`config.mk`:
```
export PLATFORM = sky130hd
export DESIGN_NAME = imem_access_ctrl_flat
export DESIGN_NICKNAME = d
export VERILOG_FILES = /design/src/rtl/imem_access_ctrl_if.sv /design/src/rtl/imem_access_ctrl.sv /design/src/flat_wrapper.sv
export SDC_FILE = /design/constraint.sdc
export NUM_CORES = 1
export LEC_CHECK = 0
export ABC_AREA = 1
export CORE_AREA = 2 2 96 98
export DETAILED_ROUTE_END_ITERATION = 16
export DIE_AREA = 0 0 98 100
export GPL_TIMING_DRIVEN = 0
export PLACE_DENSITY = 0.72
export REMOVE_ABC_BUFFERS = 1
export SLEW_MARGIN = 20
export SYNTH_ARGS = -nofsm -noshare
export SYNTH_HDL_FRONTEND = slang
export SYNTH_SLANG_ARGS = --single-unit
```
`constraint.sdc`:
```
create_clock -name clk -period 1.7 [get_ports clk]
set_clock_uncertainty 0.1 [all_clocks]
set_input_delay 0.255 -clock clk [delete_from_list [all_inputs] [get_ports clk]]
set_output_delay 0.255 -clock clk [all_outputs]
set_load 0.01 [all_outputs]
```
`src/rtl/imem_access_ctrl_if.sv`:
```
// Bundle of fetch, loader and memory-side signals shared by the instruction memory controller.
// The slave modport is the controller's view; master is the view of the surrounding requesters/memory.
interface imem_access_ctrl_if #(
  parameter int ADDR_W = 10
);
  logic              if_req;
  logic [31:0]       if_addr;
  logic              if_gnt;
  logic              if_rvalid;
  logic [31:0]       if_rdata;

  logic              ld_req;
  logic              ld_we;
  logic [31:0]       ld_addr;
  logic [31:0]       ld_wdata;
  logic              ld_done;
  logic              ld_gnt;
  logic              ld_rvalid;
  logic [31:0]       ld_rdata;

  logic              core_hold;

  logic              mem_en;
  logic              mem_we;
  logic [ADDR_W-1:0] mem_addr;
  logic [31:0]       mem_wdata;
  logic [31:0]       mem_rdata;

  modport slave (
    input  if_req, if_addr, ld_req, ld_we, ld_addr, ld_wdata, ld_done, mem_rdata,
    output if_gnt, if_rvalid, if_rdata, ld_gnt, ld_rvalid, ld_rdata, core_hold,
           mem_en, mem_we, mem_addr, mem_wdata
  );

  modport master (
    output if_req, if_addr, ld_req, ld_we, ld_addr, ld_wdata, ld_done, mem_rdata,
    input  if_gnt, if_rvalid, if_rdata, ld_gnt, ld_rvalid, ld_rdata, core_hold,
           mem_en, mem_we, mem_addr, mem_wdata
  );
endinterface

```
`src/rtl/imem_access_ctrl.sv`:
```
// Single-port instruction memory arbiter: loader owns the memory during BOOT; in RUN fetch has
// priority, with a starvation counter guaranteeing the loader a slot.
module imem_access_ctrl #(
  parameter int ADDR_W     = 10,
  parameter int STARVE_LIM = 4,
  parameter bit BOOT_EN    = 1'b1
) (
  input  logic                clk,
  input  logic                rst,
  imem_access_ctrl_if.slave   bus
);

  localparam int CNT_W = $clog2(STARVE_LIM + 1);
  localparam logic [CNT_W-1:0] LIM = CNT_W'(STARVE_LIM);

  typedef enum logic {S_BOOT, S_RUN} state_t;

  state_t            r_state;
  state_t            w_state_nxt;
  logic [CNT_W-1:0]  r_starve;
  logic              r_if_pend;
  logic              r_ld_pend;
  logic              r_oor;

  logic              w_if_gnt;
  logic              w_ld_gnt;
  logic              w_grant;
  logic              w_oor;
  logic [31:2]       w_addr;

  always_ff @(posedge clk or posedge rst) begin
    if (rst) r_state <= BOOT_EN ? S_BOOT : S_RUN;
    else     r_state <= w_state_nxt;
  end

  // Grants are gated by rst so every output sits at its reset value while reset is held.
  always_comb begin
    w_state_nxt = r_state;
    w_ld_gnt    = 1'b0;
    w_if_gnt    = 1'b0;
    case (r_state)
      S_BOOT: begin
        w_ld_gnt = bus.ld_req;
        if (bus.ld_done) w_state_nxt = S_RUN;
      end
      S_RUN: begin
        w_ld_gnt = bus.ld_req & (~bus.if_req | (r_starve == LIM));
        w_if_gnt = bus.if_req & ~w_ld_gnt;
      end
      default: w_state_nxt = r_state;
    endcase
    if (rst) begin
      w_ld_gnt = 1'b0;
      w_if_gnt = 1'b0;
    end
  end

  assign w_grant = w_if_gnt | w_ld_gnt;
  assign w_addr  = w_ld_gnt ? bus.ld_addr[31:2] : bus.if_addr[31:2];
  assign w_oor   = |w_addr[31:ADDR_W+2];

  assign bus.if_gnt    = w_if_gnt;
  assign bus.ld_gnt    = w_ld_gnt;
  assign bus.core_hold = (r_state == S_BOOT);
  assign bus.mem_en    = w_grant & ~w_oor;
  assign bus.mem_we    = w_ld_gnt & bus.ld_we & ~w_oor;
  assign bus.mem_addr  = w_grant ? w_addr[ADDR_W+1:2] : '0;
  assign bus.mem_wdata = w_ld_gnt ? bus.ld_wdata : '0;

  always_ff @(posedge clk or posedge rst) begin
    if (rst) begin
      r_starve <= '0;
    end else if (r_state == S_RUN) begin
      if (w_ld_gnt)                          r_starve <= '0;
      else if (bus.ld_req && r_starve != LIM) r_starve <= r_starve + 1'b1;
    end
  end

  // Return owner is latched per grant so alternating owners never see each other's data.
  always_ff @(posedge clk or posedge rst) begin
    if (rst) begin
      r_if_pend <= 1'b0;
      r_ld_pend <= 1'b0;
      r_oor     <= 1'b0;
    end else begin
      r_if_pend <= w_if_gnt;
      r_ld_pend <= w_ld_gnt & ~bus.ld_we;
      r_oor     <= w_oor;
    end
  end

  assign bus.if_rvalid = r_if_pend;
  assign bus.ld_rvalid = r_ld_pend;
  assign bus.if_rdata  = (r_if_pend && !r_oor) ? bus.mem_rdata : '0;
  assign bus.ld_rdata  = (r_ld_pend && !r_oor) ? bus.mem_rdata : '0;

endmodule

```
`src/flat_wrapper.sv`:
```
// flat-port wrapper written by rule: the top's interface ports become plain ports
module imem_access_ctrl_flat 
#(
  parameter int ADDR_W     = 10,
  parameter int STARVE_LIM = 4,
  parameter bit BOOT_EN    = 1'b1
)
  (clk, rst, bus_if_req, bus_if_addr, bus_ld_req, bus_ld_we, bus_ld_addr, bus_ld_wdata, bus_ld_done, bus_mem_rdata, bus_if_gnt, bus_if_rvalid, bus_if_rdata, bus_ld_gnt, bus_ld_rvalid, bus_ld_rdata, bus_core_hold, bus_mem_en, bus_mem_we, bus_mem_addr, bus_mem_wdata);
  imem_access_ctrl_if #(.ADDR_W(ADDR_W)) bus_i ();
  input  logic clk;
  input  logic rst;
  input wire logic [$bits(bus_i.if_req)-1:0] bus_if_req;
  input wire logic [$bits(bus_i.if_addr)-1:0] bus_if_addr;
  input wire logic [$bits(bus_i.ld_req)-1:0] bus_ld_req;
  input wire logic [$bits(bus_i.ld_we)-1:0] bus_ld_we;
  input wire logic [$bits(bus_i.ld_addr)-1:0] bus_ld_addr;
  input wire logic [$bits(bus_i.ld_wdata)-1:0] bus_ld_wdata;
  input wire logic [$bits(bus_i.ld_done)-1:0] bus_ld_done;
  input wire logic [$bits(bus_i.mem_rdata)-1:0] bus_mem_rdata;
  output wire logic [$bits(bus_i.if_gnt)-1:0] bus_if_gnt;
  output wire logic [$bits(bus_i.if_rvalid)-1:0] bus_if_rvalid;
  output wire logic [$bits(bus_i.if_rdata)-1:0] bus_if_rdata;
  output wire logic [$bits(bus_i.ld_gnt)-1:0] bus_ld_gnt;
  output wire logic [$bits(bus_i.ld_rvalid)-1:0] bus_ld_rvalid;
  output wire logic [$bits(bus_i.ld_rdata)-1:0] bus_ld_rdata;
  output wire logic [$bits(bus_i.core_hold)-1:0] bus_core_hold;
  output wire logic [$bits(bus_i.mem_en)-1:0] bus_mem_en;
  output wire logic [$bits(bus_i.mem_we)-1:0] bus_mem_we;
  output wire logic [$bits(bus_i.mem_addr)-1:0] bus_mem_addr;
  output wire logic [$bits(bus_i.mem_wdata)-1:0] bus_mem_wdata;
  assign bus_i.if_req = bus_if_req;
  assign bus_i.if_addr = bus_if_addr;
  assign bus_i.ld_req = bus_ld_req;
  assign bus_i.ld_we = bus_ld_we;
  assign bus_i.ld_addr = bus_ld_addr;
  assign bus_i.ld_wdata = bus_ld_wdata;
  assign bus_i.ld_done = bus_ld_done;
  assign bus_i.mem_rdata = bus_mem_rdata;
  assign bus_if_gnt = bus_i.if_gnt;
  assign bus_if_rvalid = bus_i.if_rvalid;
  assign bus_if_rdata = bus_i.if_rdata;
  assign bus_ld_gnt = bus_i.ld_gnt;
  assign bus_ld_rvalid = bus_i.ld_rvalid;
  assign bus_ld_rdata = bus_i.ld_rdata;
  assign bus_core_hold = bus_i.core_hold;
  assign bus_mem_en = bus_i.mem_en;
  assign bus_mem_we = bus_i.mem_we;
  assign bus_mem_addr = bus_i.mem_addr;
  assign bus_mem_wdata = bus_i.mem_wdata;
  imem_access_ctrl #(.ADDR_W(ADDR_W), .STARVE_LIM(STARVE_LIM), .BOOT_EN(BOOT_EN)) u_core (.clk(clk), .rst(rst), .bus(bus_i));
endmodule
```
== Word level (Yosys, flattened, before mapping) ==
Cells that the tools add are included.

* Flip-flop bits (word level): 7
* Bits of input ports: 134
* Output and inout bits: 113
* Word-level logic and storage cells: 41

* $add $sub $neg: 1
* Equal/unequal tests: 2
* Mux-type cells: 13
* Bitwise logic cells: 13
* Reduce and logical (&&, ||, !) cells: 7

{| class="wikitable"
|+ Operators by type and width
! operator !! count
|-
| 2-to-1 mux 32 bit || 3
|-
| 2-to-1 mux 30 bit || 1
|-
| OR reduction 20 bit || 1
|-
| 2-to-1 mux 10 bit || 1
|-
| AND 1 bit || 6
|-
| 2-to-1 mux 3 bit || 2
|-
| 2-to-1 mux 1 bit || 5
|-
| inverter 1 bit || 5
|-
| adder 3 x 1 -> 3 bit, second input constant || 1
|-
| equality test 3 bit, second input constant || 1
|-
| logical AND 1 bit || 3
|-
| != test 3 bit, second input constant || 1
|-
| OR 1 bit || 2
|-
| case mux 1 bit (2 select lines) || 1
|-
| AND reduction 2 bit || 1
|-
| nonzero test 2 bit || 1
|-
| zero test 1 bit || 1
|}

== Logic depth before layout (Yosys ltp) ==
* Depth after elaboration: 9
* Depth in mapped cells: 10
* Depth with buffers taken out: 10

== Least setup slack after synthesis ==
OpenSTA, ideal clock, no wires.

* Path type: register to output
* Start point: register u_core.r_starve[0]
* End point: output port bus_mem_addr[0]
* Arrival time: 1335 ps
* Data required time: 1345 ps
* Path slack: 10 ps
* Stages on the path, launching flop included: 10
* Path buffers: 1
* Cell sequence: dfrtp_1 inv_1 ha_1 nand2_1 inv_2 nor2_1 nor2_2 buf_4 nand2_1 a21oi_1

* Elaborated cells on any way between the ends: 12
* Those cells by class: eq/ne (1); mux (6); bitwise (5)

{| class="wikitable"
|+ RTL lines
! item !! line !! source
|-
| start: declaration || imem_access_ctrl.sv:20 || <nowiki>logic [CNT_W-1:0] r_starve;</nowiki>
|-
| start signal: assignment || imem_access_ctrl.sv:75 || <nowiki>else if (bus.ld_req && r_starve != LIM) r_starve <= r_starve + 1'b1;</nowiki>
|-
| equality test 3 bit (*) || imem_access_ctrl.sv:47 || <nowiki>w_ld_gnt = bus.ld_req & (~bus.if_req | (r_starve == LIM));</nowiki>
|-
| OR 1 bit (*) || imem_access_ctrl.sv:47 ||
|-
| AND 1 bit (*) || imem_access_ctrl.sv:47 ||
|-
| case mux 1 bit (2 select lines) (*) || imem_access_ctrl.sv:41 || <nowiki>case (r_state)</nowiki>
|-
| 2-to-1 mux 1 bit (*) || imem_access_ctrl.sv:52 || <nowiki>if (rst) begin</nowiki>
|-
| net bus_ld_gnt || flat_wrapper.sv:23 || <nowiki>output wire logic [$bits(bus_i.ld_gnt)-1:0] bus_ld_gnt;</nowiki>
|-
| 2-to-1 mux 30 bit or OR 1 bit (tied branches) || imem_access_ctrl.sv:59, imem_access_ctrl.sv:58 ||
|-
| 2-to-1 mux 10 bit (*) || imem_access_ctrl.sv:67 || <nowiki>assign bus.mem_addr = w_grant ? w_addr[ADDR_W+1:2] : '0;</nowiki>
|-
| end: declaration || flat_wrapper.sv:29 || <nowiki>output wire logic [$bits(bus_i.mem_addr)-1:0] bus_mem_addr;</nowiki>
|}

Mark *: on every way through the listed nets, which the timed path passes. The rest lies on a longest branch.

== Final worst setup path ==
* Start point: register u_core.r_starve[1]
* End point: output port bus_mem_en

* Longest elaborated chain between the ends: 9
* Elaborated cells on any way between the ends: 14
* Those cells by class: eq/ne (1); mux (5); bitwise (7); reduce/logical (1)

{| class="wikitable"
|+ Ends and longest elaborated chain
! item !! line !! source
|-
| equality test 3 bit || imem_access_ctrl.sv:47 ||
|-
| OR 1 bit || imem_access_ctrl.sv:47 ||
|-
| AND 1 bit || imem_access_ctrl.sv:47 ||
|-
| case mux 1 bit (2 select lines) || imem_access_ctrl.sv:41 ||
|-
| 2-to-1 mux 1 bit || imem_access_ctrl.sv:52 ||
|-
| 2-to-1 mux 30 bit || imem_access_ctrl.sv:59 || <nowiki>assign w_addr = w_ld_gnt ? bus.ld_addr[31:2] : bus.if_addr[31:2];</nowiki>
|-
| OR reduction 20 bit || imem_access_ctrl.sv:60 || <nowiki>assign w_oor = |w_addr[31:ADDR_W+2];</nowiki>
|-
| net u_core.w_oor || imem_access_ctrl.sv:28 || <nowiki>logic w_oor;</nowiki>
|-
| inverter 1 bit || imem_access_ctrl.sv:65 || <nowiki>assign bus.mem_en = w_grant & ~w_oor;</nowiki>
|-
| AND 1 bit || imem_access_ctrl.sv:65 ||
|-
| end: declaration || flat_wrapper.sv:27 || <nowiki>output wire logic [$bits(bus_i.mem_en)-1:0] bus_mem_en;</nowiki>
|}

The timed path passes the listed nets, and every way through them passes these cells.

==> results.py <==
metrics = {
    "timing": {
        "fin_crit_ns": 2.141,
        "setup_slack_ns": -0.4409,
        "slew_headroom_pct": 78.61,
        "setup_violations": 47,
        "fin_crit_sh_pct": 125.9,
        "rsz0062_at_grt": "yes",
        "hold_viol": 0,
        "max_freq_mhz": 467.1,
        "tightest_slew_ns": 0.3204,
        "drv_slew": 0,
        "timing.hold.ws_ns": 0.1160,
    },
    "global_route": {
        "grt_start_max_net_pins": 17,
        "grt_usage_pct": 16.69,
        "grt_pass1_vias": 2775,
        "antenna_found_initial": 0,
        "grt_first_pass_wirelength_um": 13250,
        "grt_remaining_overflow": 0,
    },
    "worst_setup_path": {
        "critPathSlowestCell": "dfrtp_1",
        "crit_path_frequent_cell": "nor2_4",
        "arrival_ns": 1.79,
        "cp_max_fo": 5,
        "worst_setup_path_start_kind": "flop",
        "cp_top_family": "simple AND/OR/NAND/NOR gates",
        "worstSetupPathType": "reg -> out",
        "critical_path.cell_chain": "inv_2 > ha_4 > nand2_4 > inv_8 > nor2_4 > nor2_4 > buf_12 > nand2_4 > nor2_4 > nor2_2 > nor2_1 > buf_2",
        "critPathCaptureType": "primary output",
        "slowest_delay_ns": 0.39,
        "cp_num_buf_inv": 4,
        "cp_data_required_time_ns": 1.34,
    },
    "min_path": {
        "hold_path_class": "in -> async",
    },
    "route": {
        "ant_nets": 0,
        "postRouteWirelength_um": 9187,
        "drt_iter0_markers": 36,
        "drcViolationCount": 0,
        "wl_per_cell_um": 13.69,
        "via_per_inst": 4.054,
        "via_count": 2720,
        "drt-pass1-iter-count": 4,
    },
    "die": {
        "die-area_um2": 9800,
        "fp.coreArea_um2": 8890,
        "initial_core_util_pct": 15.20,
        "pin_count": 247,
        "fp.dieW_um": 98,
        "fp.dieH_um": 100,
        "rows": 35,
    },
    "clock_tree": {
        "clockBufferDepth": 2,
        "cts_max_level": 1,
        "cts-root-buf": "clkbuf_8",
        "clkTransAtPathRegs_ns": 0.04,
        "cts_tree": "yes",
        "cts_buffers": 3,
        "insertion_delay_ns": 0.23,
        "clock-sinks": 7,
    },
    "final_layout": {
        "stdcell_area_um2": 4469,
        "num-nets-final": 697,
        "diodes": 0,
        "final_common_cell": "clkdlybuf4s50_1",
        "syn_to_final_growth_pct": 230.7,
        "post-route-util_pct": 50.27,
        "drive_above_1_share_pct": 39.29,
        "final_cells": 671,
        "mostFrequentLayoutCells": "131 x clkdlybuf4s50_1, 91 x nor2_1, 66 x inv_1, 46 x clkbuf_2",
    },
    "logic_synthesis": {
        "synth-edff-count": 0,
        "synth_area_leader_cell": "nor2_1",
        "yosysWarnings": 0,
        "syn_area_um2": 1351,
        "avgSynthCellArea_um2": 4.741,
        "synth_cells": 285,
        "yosysTopAreaCellShare_pct": 35.28,
        "ys_top_cells_by_area": "nor2_1 35%, inv_1 19%, dfrtp_1 13%",
        "postSynth.asyncResetShare_pct": 100.0,
        "seq_area_frac_synth_pct": 12.96,
        "synth_cell_types": 23,
        "ys.flop_type": "dfrtp_1",
        "ys_ff_latch": 7,
    },
    "power": {
        "power_density_nw_per_um2": 355.8,
        "power.leakage_uw": 0.002300,
        "ir_drop_mv": 0.2252,
        "p_total_uw": 1590,
    },
    "place": {
        "portBuffers": 242,
        "gp_congestion": 0.7103,
        "hpwl_um": 6134,
        "place_area_um2": 3851,
        "dp_cells": 626,
    },
    "job": {
        "cap_violations": 0,
    },
    "status": {
        "run_status": "finished, violations left",
        "violations": "setup timing",
    },
}
[Yosys cell counts (2+ instances only)]
library cell	count
nor2_1	127
inv_1	70
nand2_1	35
a21oi_2	7
dfrtp_1	7
nand2_2	7
clkbuf_1	6
buf_2	4
a21oi_1	3
o21ai_0	3
and2_0	2
ha_1	2
inv_2	2
[where the power goes]
part,switching [uW],internal (uW),total (uW)
logic,464,659,1120
registers,36.7,200,237
clock network,68.1,162,230
[registers in the layout, indices dropped and copies added (netlist names)]
register,flops
u_core.r_starve,3
u_core.bus.if_rvalid,1
u_core.bus.ld_rvalid,1
u_core.r_oor,1
u_core.r_state,1
[kinds of logic after synthesis]
| logic type | count (synthesis) | synth area share (%) |
|---|---|---|
| flops | 7 | 12.96 |
| buf+inv | 85 | 24.81 |
| simple gates | 174 | 50.65 |
| fa+ha+maj | 2 | 1.852 |
| xor+xnor | 1 | 0.6483 |
| compound gates | 16 | 9.074 |
[cell type report]
type                       instances  area, um2
fill                             867       4420
timing repair buffer             278       2527
multi-input combinational        198       1289
inverter                          73      291.5
sequential                         7      177.7
tap                              111      138.9
clock buffer                       4      45.04
[what timing repair did]
action,4_1_cts,5_1_grt
hold buffers,0,0
cloned,7,0
buffers inserted,29,7
setup endpoints to repair,115,109
resized for setup,342,163
pin swaps,20,15
[metrics by stage]
stage	setup TNS (ns)	worst slack [ns]
global placement	-81.59	-1.395
CTS	-14.80	-0.4615
finish	-15.31	-0.4409
floorplan	-9.501	-0.4252
detailed placement	-83.54	-1.425
global route	-18.55	-0.5736
[per-layer routing]
metal  routed length (um)  vias to the layer above  track usage [%]
met5                    0                        -                0
met4                  118                        0            4.915
met3                  697                       13            3.969
met2                 5298                      149            34.14
met1                 3073                     1205            16.45
li1                     -                     1353                -
[tightest hold or removal path: cells and delay by family]
kind                   cells  cell delay (ns)
buffers and inverters      3             0.52
[worst paths after layout]
kind / startpoint / to / slack (ns) / cells after the start
max: u_core.r_starve[1] / bus_mem_en / -0.44 / 12
min: rst / u_core.r_starve[2] / 0.12 / 3
max reg2reg: u_core.r_starve[1] / u_core.bus.ld_rvalid / -0.02 / 10
min reg2reg: u_core.r_state / u_core.r_state / 0.49 / 1
max in group asynchronous: rst / u_core.bus.ld_rvalid / 1.24 / 3
min in group clk: rst / u_core.bus.if_rvalid / 0.47 / 3
Note: power is estimated with default switching activity, not from simulation.
